<file path="src/rtl/ddr2_spd_i2c_reader.sv">
// Avalon-MM slave that fetches one byte from the DDR2 SPD EEPROM over I2C.
// Each bit slot is four ticks; SCL/SDA are open-drain via the *_oe outputs.
module ddr2_spd_i2c_reader #(
  parameter int         CLK_DIV  = 125,
  parameter logic [3:0] DEV_TYPE = 4'b1010
) (
  input  logic       clk,
  input  logic       reset_n,
  input  logic [1:0] address,
  input  logic       chipselect,
  input  logic       write_n,
  input  logic [7:0] writedata,
  output logic [7:0] readdata,
  input  logic [2:0] sa,
  input  logic       sda_in,
  output logic       scl_oe,
  output logic       sda_oe,
  output logic       irq
);

  localparam logic [3:0] IDLE     = 4'd0;
  localparam logic [3:0] START    = 4'd1;
  localparam logic [3:0] TX_DEV_W = 4'd2;
  localparam logic [3:0] TX_OFF   = 4'd3;
  localparam logic [3:0] RSTART   = 4'd4;
  localparam logic [3:0] TX_DEV_R = 4'd5;
  localparam logic [3:0] RX       = 4'd6;
  localparam logic [3:0] NACK     = 4'd7;
  localparam logic [3:0] STOP     = 4'd8;

  localparam logic [11:0] DIV_LAST = 12'(CLK_DIV - 1);

  logic [3:0]  r_state;
  logic [1:0]  r_q;
  logic [3:0]  r_bit;
  logic [11:0] r_div;
  logic        r_busy;
  logic        r_done;
  logic        r_ack_err;
  logic        r_irq_en;
  logic [7:0]  r_data;
  logic [2:0]  r_sa;
  logic [7:0]  r_off;
  logic [7:0]  r_rx;
  logic        r_ack;
  logic        r_err;
  logic        r_scl_oe;
  logic        r_sda_oe;
  logic [1:0]  r_sync;

  logic        w_wr;
  logic        w_tick;
  logic [7:0]  w_tx_byte;
  logic        w_tx_bit;
  logic        w_sda;

  assign w_wr     = chipselect & ~write_n;
  assign w_tick   = r_busy && (r_div == DIV_LAST);
  assign w_tx_bit = w_tx_byte[3'd7 - r_bit[2:0]];
  assign w_sda    = r_sync[1];

  assign scl_oe = r_scl_oe;
  assign sda_oe = r_sda_oe;
  assign irq    = r_done & r_irq_en;

  always_comb begin
    readdata = 8'h00;
    case (address)
      2'd0:    readdata = {5'b0, r_busy, r_ack_err, r_done};
      2'd1:    readdata = r_data;
      2'd2:    readdata = {7'b0, r_irq_en};
      default: readdata = 8'h00;
    endcase
  end

  always_comb begin
    w_tx_byte = 8'h00;
    case (r_state)
      TX_DEV_W: w_tx_byte = {DEV_TYPE, r_sa, 1'b0};
      TX_OFF:   w_tx_byte = r_off;
      TX_DEV_R: w_tx_byte = {DEV_TYPE, r_sa, 1'b1};
      default:  w_tx_byte = 8'h00;
    endcase
  end

  // The pad is asynchronous to clk; two flops before it is ever used.
  always_ff @(posedge clk or negedge reset_n) begin
    if (!reset_n) r_sync <= 2'b11;
    else          r_sync <= {r_sync[0], sda_in};
  end

  always_ff @(posedge clk or negedge reset_n) begin
    if (!reset_n) begin
      r_state   <= IDLE;
      r_q       <= 2'd0;
      r_bit     <= 4'd0;
      r_div     <= 12'd0;
      r_busy    <= 1'b0;
      r_done    <= 1'b0;
      r_ack_err <= 1'b0;
      r_irq_en  <= 1'b0;
      r_data    <= 8'h00;
      r_sa      <= 3'd0;
      r_off     <= 8'h00;
      r_rx      <= 8'h00;
      r_ack     <= 1'b0;
      r_err     <= 1'b0;
      r_scl_oe  <= 1'b0;
      r_sda_oe  <= 1'b0;
    end else begin
      if (w_wr && address == 2'd2) begin
        r_irq_en <= writedata[0];
        if (writedata[1]) begin
          r_done    <= 1'b0;
          r_ack_err <= 1'b0;
        end
      end

      if (w_wr && address == 2'd0 && !r_busy) begin
        r_busy    <= 1'b1;
        r_done    <= 1'b0;
        r_ack_err <= 1'b0;
        r_sa      <= sa;
        r_off     <= writedata;
        r_state   <= START;
        r_q       <= 2'd0;
        r_bit     <= 4'd0;
        r_err     <= 1'b0;
      end

      if (!r_busy || w_tick) r_div <= 12'd0;
      else                   r_div <= r_div + 12'd1;

      if (w_tick) begin
        r_q <= r_q + 2'd1;
        case (r_state)
          START: begin
            if (r_q == 2'd1) r_sda_oe <= 1'b1;
            if (r_q == 2'd3) begin
              r_scl_oe <= 1'b1;
              r_state  <= TX_DEV_W;
              r_bit    <= 4'd0;
            end
          end
          TX_DEV_W, TX_OFF, TX_DEV_R: begin
            case (r_q)
              2'd0: r_sda_oe <= (r_bit < 4'd8) ? ~w_tx_bit : 1'b0;
              2'd1: r_scl_oe <= 1'b0;
              2'd2: if (r_bit == 4'd8) r_ack <= w_sda;
              default: begin
                r_scl_oe <= 1'b1;
                if (r_bit == 4'd8) begin
                  r_bit <= 4'd0;
                  // A NACK on any addressing byte aborts straight to STOP
                  if (r_ack) begin
                    r_err   <= 1'b1;
                    r_state <= STOP;
                  end else if (r_state == TX_DEV_W) begin
                    r_state <= TX_OFF;
                  end else if (r_state == TX_OFF) begin
                    r_state <= RSTART;
                  end else begin
                    r_state <= RX;
                  end
                end else begin
                  r_bit <= r_bit + 4'd1;
                end
              end
            endcase
          end
          RSTART: begin
            case (r_q)
              2'd0:    r_sda_oe <= 1'b0;
              2'd1:    r_scl_oe <= 1'b0;
              2'd2:    r_sda_oe <= 1'b1;
              default: begin
                r_scl_oe <= 1'b1;
                r_state  <= TX_DEV_R;
              end
            endcase
          end
          RX: begin
            case (r_q)
              2'd0:    r_sda_oe <= 1'b0;
              2'd1:    r_scl_oe <= 1'b0;
              2'd2:    r_rx     <= {r_rx[6:0], w_sda};
              default: begin
                r_scl_oe <= 1'b1;
                if (r_bit == 4'd7) begin
                  r_bit   <= 4'd0;
                  r_state <= NACK;
                end else begin
                  r_bit <= r_bit + 4'd1;
                end
              end
            endcase
          end
          NACK: begin
            case (r_q)
              2'd0:    r_sda_oe <= 1'b0;
              2'd1:    r_scl_oe <= 1'b0;
              2'd2:    r_sda_oe <= 1'b0;
              default: begin
                r_scl_oe <= 1'b1;
                r_state  <= STOP;
              end
            endcase
          end
          STOP: begin
            case (r_q)
              2'd0:    r_sda_oe <= 1'b1;
              2'd1:    r_scl_oe <= 1'b0;
              2'd2:    r_sda_oe <= 1'b0;
              default: begin
                // Placed after the register-write clear so a same-cycle set wins
                r_state   <= IDLE;
                r_busy    <= 1'b0;
                r_done    <= 1'b1;
                r_ack_err <= r_err;
                if (!r_err) r_data <= r_rx;
              end
            endcase
          end
          default: r_state <= IDLE;
        endcase
      end
    end
  end

endmodule

</file>
<file path="config.mk">
export PLATFORM = sky130hd
export DESIGN_NAME = ddr2_spd_i2c_reader
export DESIGN_NICKNAME = d
export VERILOG_FILES = /design/src/rtl/ddr2_spd_i2c_reader.sv
export SDC_FILE = /design/constraint.sdc
export NUM_CORES = 1
export LEC_CHECK = 0
export ABC_AREA = 1
export CAP_MARGIN = 0
export CORE_ASPECT_RATIO = 0.5
export CORE_MARGIN = 10
export CORE_UTILIZATION = 55
export CTS_CLUSTER_SIZE = 10
export DETAILED_ROUTE_END_ITERATION = 12
export DONT_BUFFER_PORTS = 1
export PLACE_DENSITY = 0.7
export REMOVE_ABC_BUFFERS = 1
export SLEW_MARGIN = 20
export SYNTH_ARGS = -nofsm -noshare
export SYNTH_HDL_FRONTEND = slang
export SYNTH_SLANG_ARGS = --single-unit
</file>
<file path="constraint.sdc">
create_clock -name clk -period 5 [get_ports clk]
set_input_delay 1 -clock clk [delete_from_list [all_inputs] [get_ports clk]]
set_output_delay 1 -clock clk [all_outputs]
set_load 0.005 [all_outputs]
</file>
# Word level (Yosys, flattened, before mapping)

Cells that the tools add are included.

Add/subtract/negate cells: 4
Order comparisons: 2
Eq/ne operators: 25
Muxes and demuxes: 63
Bitwise logic cells: 6
Reductions and logical operators: 20

Operators by type and width:

| kind                  | number |
|---|---|
| $mux 4                | 18 |
| $pmux 8 s3            | 2 |
| $mux 1                | 30 |
| $pmux 4 s6            | 1 |
| $eq 4x3->1 const B    | 5 |
| $ne 2x2->1 const B    | 7 |
| $add 12x1->12 const B | 1 |
| $eq 12x7->1 const B   | 1 |
| $mux 12               | 1 |
| $pmux 4 s3            | 1 |
| $eq 4x2->1 const B    | 2 |
| $eq 4x4->1 const B    | 2 |
| $reduce_and 4->1      | 2 |
| $reduce_and 8->1      | 1 |
| $eq 2x2->1 const B    | 3 |
| $mux 2                | 3 |
| $ne 3x3->1 const B    | 2 |
| $pmux 1 s2            | 3 |
| $pmux 1 s6            | 1 |
| $reduce_bool 6->1     | 1 |
| $reduce_or 3->1       | 2 |
| $reduce_or 6->1       | 1 |
| $reduce_and 5->1      | 1 |
| $add 4x1->4 const B   | 1 |
| 19 further kinds      | 28 |

Flip-flop bits (word level): 59
Bits of input ports: 18
Output and inout bits: 11
Logic and storage cells: 137

# Logic depth before layout (Yosys ltp)

Word-level depth: 10
Depth in mapped cells: 12
Depth with buffers taken out: 11

# Worst setup path before layout

OpenSTA, ideal clock, no wires.

Path kind: input -> output
Start: input address[0]
End: output readdata[3]
Arrival time: 1439 ps
Data required time: 4000 ps
Slack: 2561 ps
Cell stages on the path: 4
Buffers on the path: 0
Cell sequence: inv_1 -> nor2_1 -> inv_1 -> nor2_1

Word-level cells in the longest chain between the ends: 2
Elaborated cells between the ends (all ways): 4
Classes of those cells: 2 x eq/ne; 1 x mux; 1 x reduce/logical

Ends and longest elaborated chain:

| item                                     | line | RTL |
|---|---|---|
| start, declared                          | 9    | `input logic [1:0] address,` |
| $eq 2x2->1, or another cell as far along | 68   | `case (address)` |
| $pmux 8 s3 (*)                           | 68   |  |
| end, declared                            | 13   | `output logic [7:0] readdata,` |

Every way passes the cells marked *; elsewhere a longest branch is shown, timed or not.

# Worst setup path after layout

Start: input address[0]
End: output readdata[4]

Same word-level chain as after synthesis.

==> summary.md <==
| Metric | Value |
|---|---|
| Remaining global-route overflow | `0` |
| CP Launch Type | `input port` |
| Ys Warns | `0` |
| Fillers | `526` |
| Crit share post-route | `53.6%` |
| Maxcap violations | `0` |
| LEAKAGE | `1.90 nW` |
| Slew @ Worst Pin | `0.741 ns` |
| Die Area | `9880 µm²` |
| Avg WL per Cell | `14.4 µm` |
| FF+latch area | `1480 µm²` |
| Setup ws final | `2.32 ns` |
| Psw | `218 µW` |
| Outcome | `complete, no violations` |
| Worst EP arrival | `1.68 ns` |
| Htree depth | `3` |
| Syn Area/Cell | `7.60 µm²` |
| Largest net degree at the start of global routing | `60` |
| N_diodes | `0` |
| Syn Inst Count | `445` |
| Seq cells post-synth | `59` |
| Via density | `5.27` |
| Syn Std Cell Area | `3380 µm²` |
| Sequential share of the synthesized area | `43.7%` |
| Post-CTS Hold Buffers | `0` |
| DR vias | `2785` |
| Async S/R FF share, synth | `100%` |
| CTS Buf Count | `9` |
| # nets final | `472` |
| Top-level I/O count | `29` |
| GP Congestion | `0.885` |
| Share of the synthesized area in the top cell type | `42.2%` |
| Final Hold Vio Count | `0` |
| Pre-CTS WS | `2.02 ns` |
| Die Width | `131 µm` |
| Min cycle time layout | `2.68 ns` |
| CP bufs+invs | `2` |
| Crit path required time | `4.00 ns` |
| F_max | `373 MHz` |
| Clock tree root buffer cell | `clkbuf_16` |
| PD cells | `310 nW/µm²` |
| Most frequent cell after synthesis | `nand2_1` |
| Top cell type by total area after synthesis | `dfrtp_1` |
| Critical path endpoint category | `output port` |
| Die Y | `75.5 µm` |
| Detail Route Antenna Nets | `0` |
| WS Path Type | `in -> out` |
| Internal | `948 µW` |
| Synth cell count leaders | `nand2_1, inv_1, dfrtp_1, nor2_1, nand3_1` |
| Slew HR | `50.6%` |
| Clock skew | `0.00684 ns` |
| Logic pwr share | `0.9%` |
| Proportion of layout cells with a drive suffix above 1 | `9.76%` |
| First DRT Iteration DRCs | `124` |
| Fin. max-slew vios | `0` |
| Sequential power share | `41.7%` |
| Clk slew on worst S/H paths | `0.05 ns` |
| Post-DP HPWL | `5460 µm` |
| Prevailing post-synth register cell | `dfrtp_1` |
| Top post-synthesis cells by area | `dfrtp_1, nand2_1, inv_1` |
| Hold WC Path Type | `in -> async` |
| WHS | `0.361 ns` |
| Initial antenna violation count | `0` |
| Clock Latency Late Sink | `0.33 ns` |
| Clock buffer depth | `2` |
| Peak supply drop | `0.210 mV` |
| Worst Path Max Fanout | `5` |
| Vias in the first global route | `2720` |
| Total GRT Usage | `16.9%` |
| Post-synth EDFFs | `0` |
| CTS sink count | `59` |
| Synth-to-Final Area Change | `11.0%` |
| WL final | `7600 µm` |
| Post-CTS Setup Bufs | `0` |
| Port bufs | `0` |
| Final setup fails | `0` |
| Sw Share | `18.7%` |
| Crit-path max cell delay | `0.25 ns` |
| Site Rows | `20` |
| Multi-input gate area | `1600 µm²` |
| Post-synth cell types | `34` |
| First-pass GRT wire length | `12900 µm` |
| CTS tree | `done` |
| CP delay by family, top | `simple AND/OR/NAND/NOR gates` |
| RSZ-0062 raised after global routing | `no` |
| Slowest cell on the critical path | `nor2_1` |
| Core Region | `6010 µm²` |
| Starting Density | `56.3%` |
| Clock Power Share | `57.4%` |
| First drt pass iteration count | `5` |
| Drt drc | `0` |
| Setup TNS | `0 ns` |
| CP Cell Sequence | `inv_1 > nor2_1 > inv_1 > nor2_1` |
| Post-CTS Resized | `0` |
sequential cells by signal (all words and copies together), names as in the netlist:
signal / cells
r_done: 1
r_div: 12
r_state: 4
r_sync: 2
r_ack: 1
r_off: 8
r_bit: 4
r_err: 1
sda_oe: 1
r_rx: 8
r_irq_en: 1
r_q: 2
r_sa: 3
r_data: 8
r_ack_err: 1
scl_oe: 1
r_busy: 1
final timing paths:
check	from	end	slack, ns	cells past startpoint
setup / recovery	address[0]	readdata[4]	2.32	4
hold / removal	reset_n	r_off[1]	0.36	0
setup reg to reg	r_div[0]	r_data[4]	2.75	10
hold reg to reg	r_sync[0]	r_sync[1]	0.36	0
max in group asynchronous	reset_n	r_sync[0]	4.43	0
min in group clk	r_sync[0]	r_sync[1]	0.36	0
power by group through the flow:
stage / combinational [mW] / clock, mW / sequential, mW
floorplan: 0.00747 / 0 / 0.493
global placement: 0.0107 / 0 / 0.493
detailed placement: 0.0111 / 0 / 0.493
CTS: 0.0112 / 0.685 / 0.485
global route: 0.0126 / 0.714 / 0.485
finish: 0.0109 / 0.669 / 0.485
logic make-up after synthesis:
| group | Yosys count | synth area share (%) |
|---|---|---|
| and+or+nand+nor | 230 | 29.6 |
| buffers and inverters | 77 | 9.17 |
| DFF | 59 | 43.7 |
| AOI/OAI and AO/OA | 56 | 10.1 |
| muxes | 8 | 2.66 |
| adders and majority gates | 8 | 2.96 |
| xor gates and xnor gates | 7 | 1.81 |
layout make-up:
class | instances | area share (%)
well taps | 77 | 2.57
clock inverters | 4 | 1.93
clock buffers | 12 | 6.83
multi-input cells | 309 | 42.6
flip-flops and latches | 59 | 39.4
inverters | 67 | 6.73
stage by stage:
stage / cell area, µm² / power [mW] / cells / utilization, %
6_report: 3750 / 1.17 / 528 / 62.5
5_1_grt: 3750 / 1.21 / 528 / 62.5
4_1_cts: 3750 / 1.18 / 528 / 62.4
3_5_place_dp: 3420 / 0.504 / 512 / 57.0
3_3_place_gp: 3420 / 0.503 / 512 / 57.0
2_1_floorplan: 3320 / 0.500 / 435 / -
worst reg2reg max path, cell delays in order, from the launching register on:
cell,delay [ns]
dfrtp_1,0.39
inv_1,0.11
ha_1,0.22
nand2_1,0.08
nor2_2,0.17
nand3_4,0.15
clkinv_2,0.16
nand3b_4,0.09
or2_1,0.49
nand2_1,0.19
o21ai_2,0.07
cell usage in the layout (no fill, tap or decap), types with 2 or more instances in the layout:
cell type  count
a21oi_1       15
bufinv_16      2
clkbuf_16      9
clkbuf_8       2
clkinv_2       2
dfrtp_1       57
dfstp_2        2
ha_1           8
inv_1         63
inv_2          2
mux2_2         8
nand2_1      116
nand2_2        2
nand3_1       33
nand4_1        5
nor2_1        53
nor3_1        14
o211ai_1       2
o21ai_0       23
o21ai_2        8
o21bai_1       3
o221ai_1       3
xnor2_1        3
xor2_1         4
metal layers:
metal  share of wire, %  routed length (µm)  track usage, %
met1                 45                3450            19.8
met2                 47                3550            28.0
met3                6.9                 522            7.50
met5                  0                   0               0
met4                1.1                  82            4.53
(Power assumes the default switching activity.)
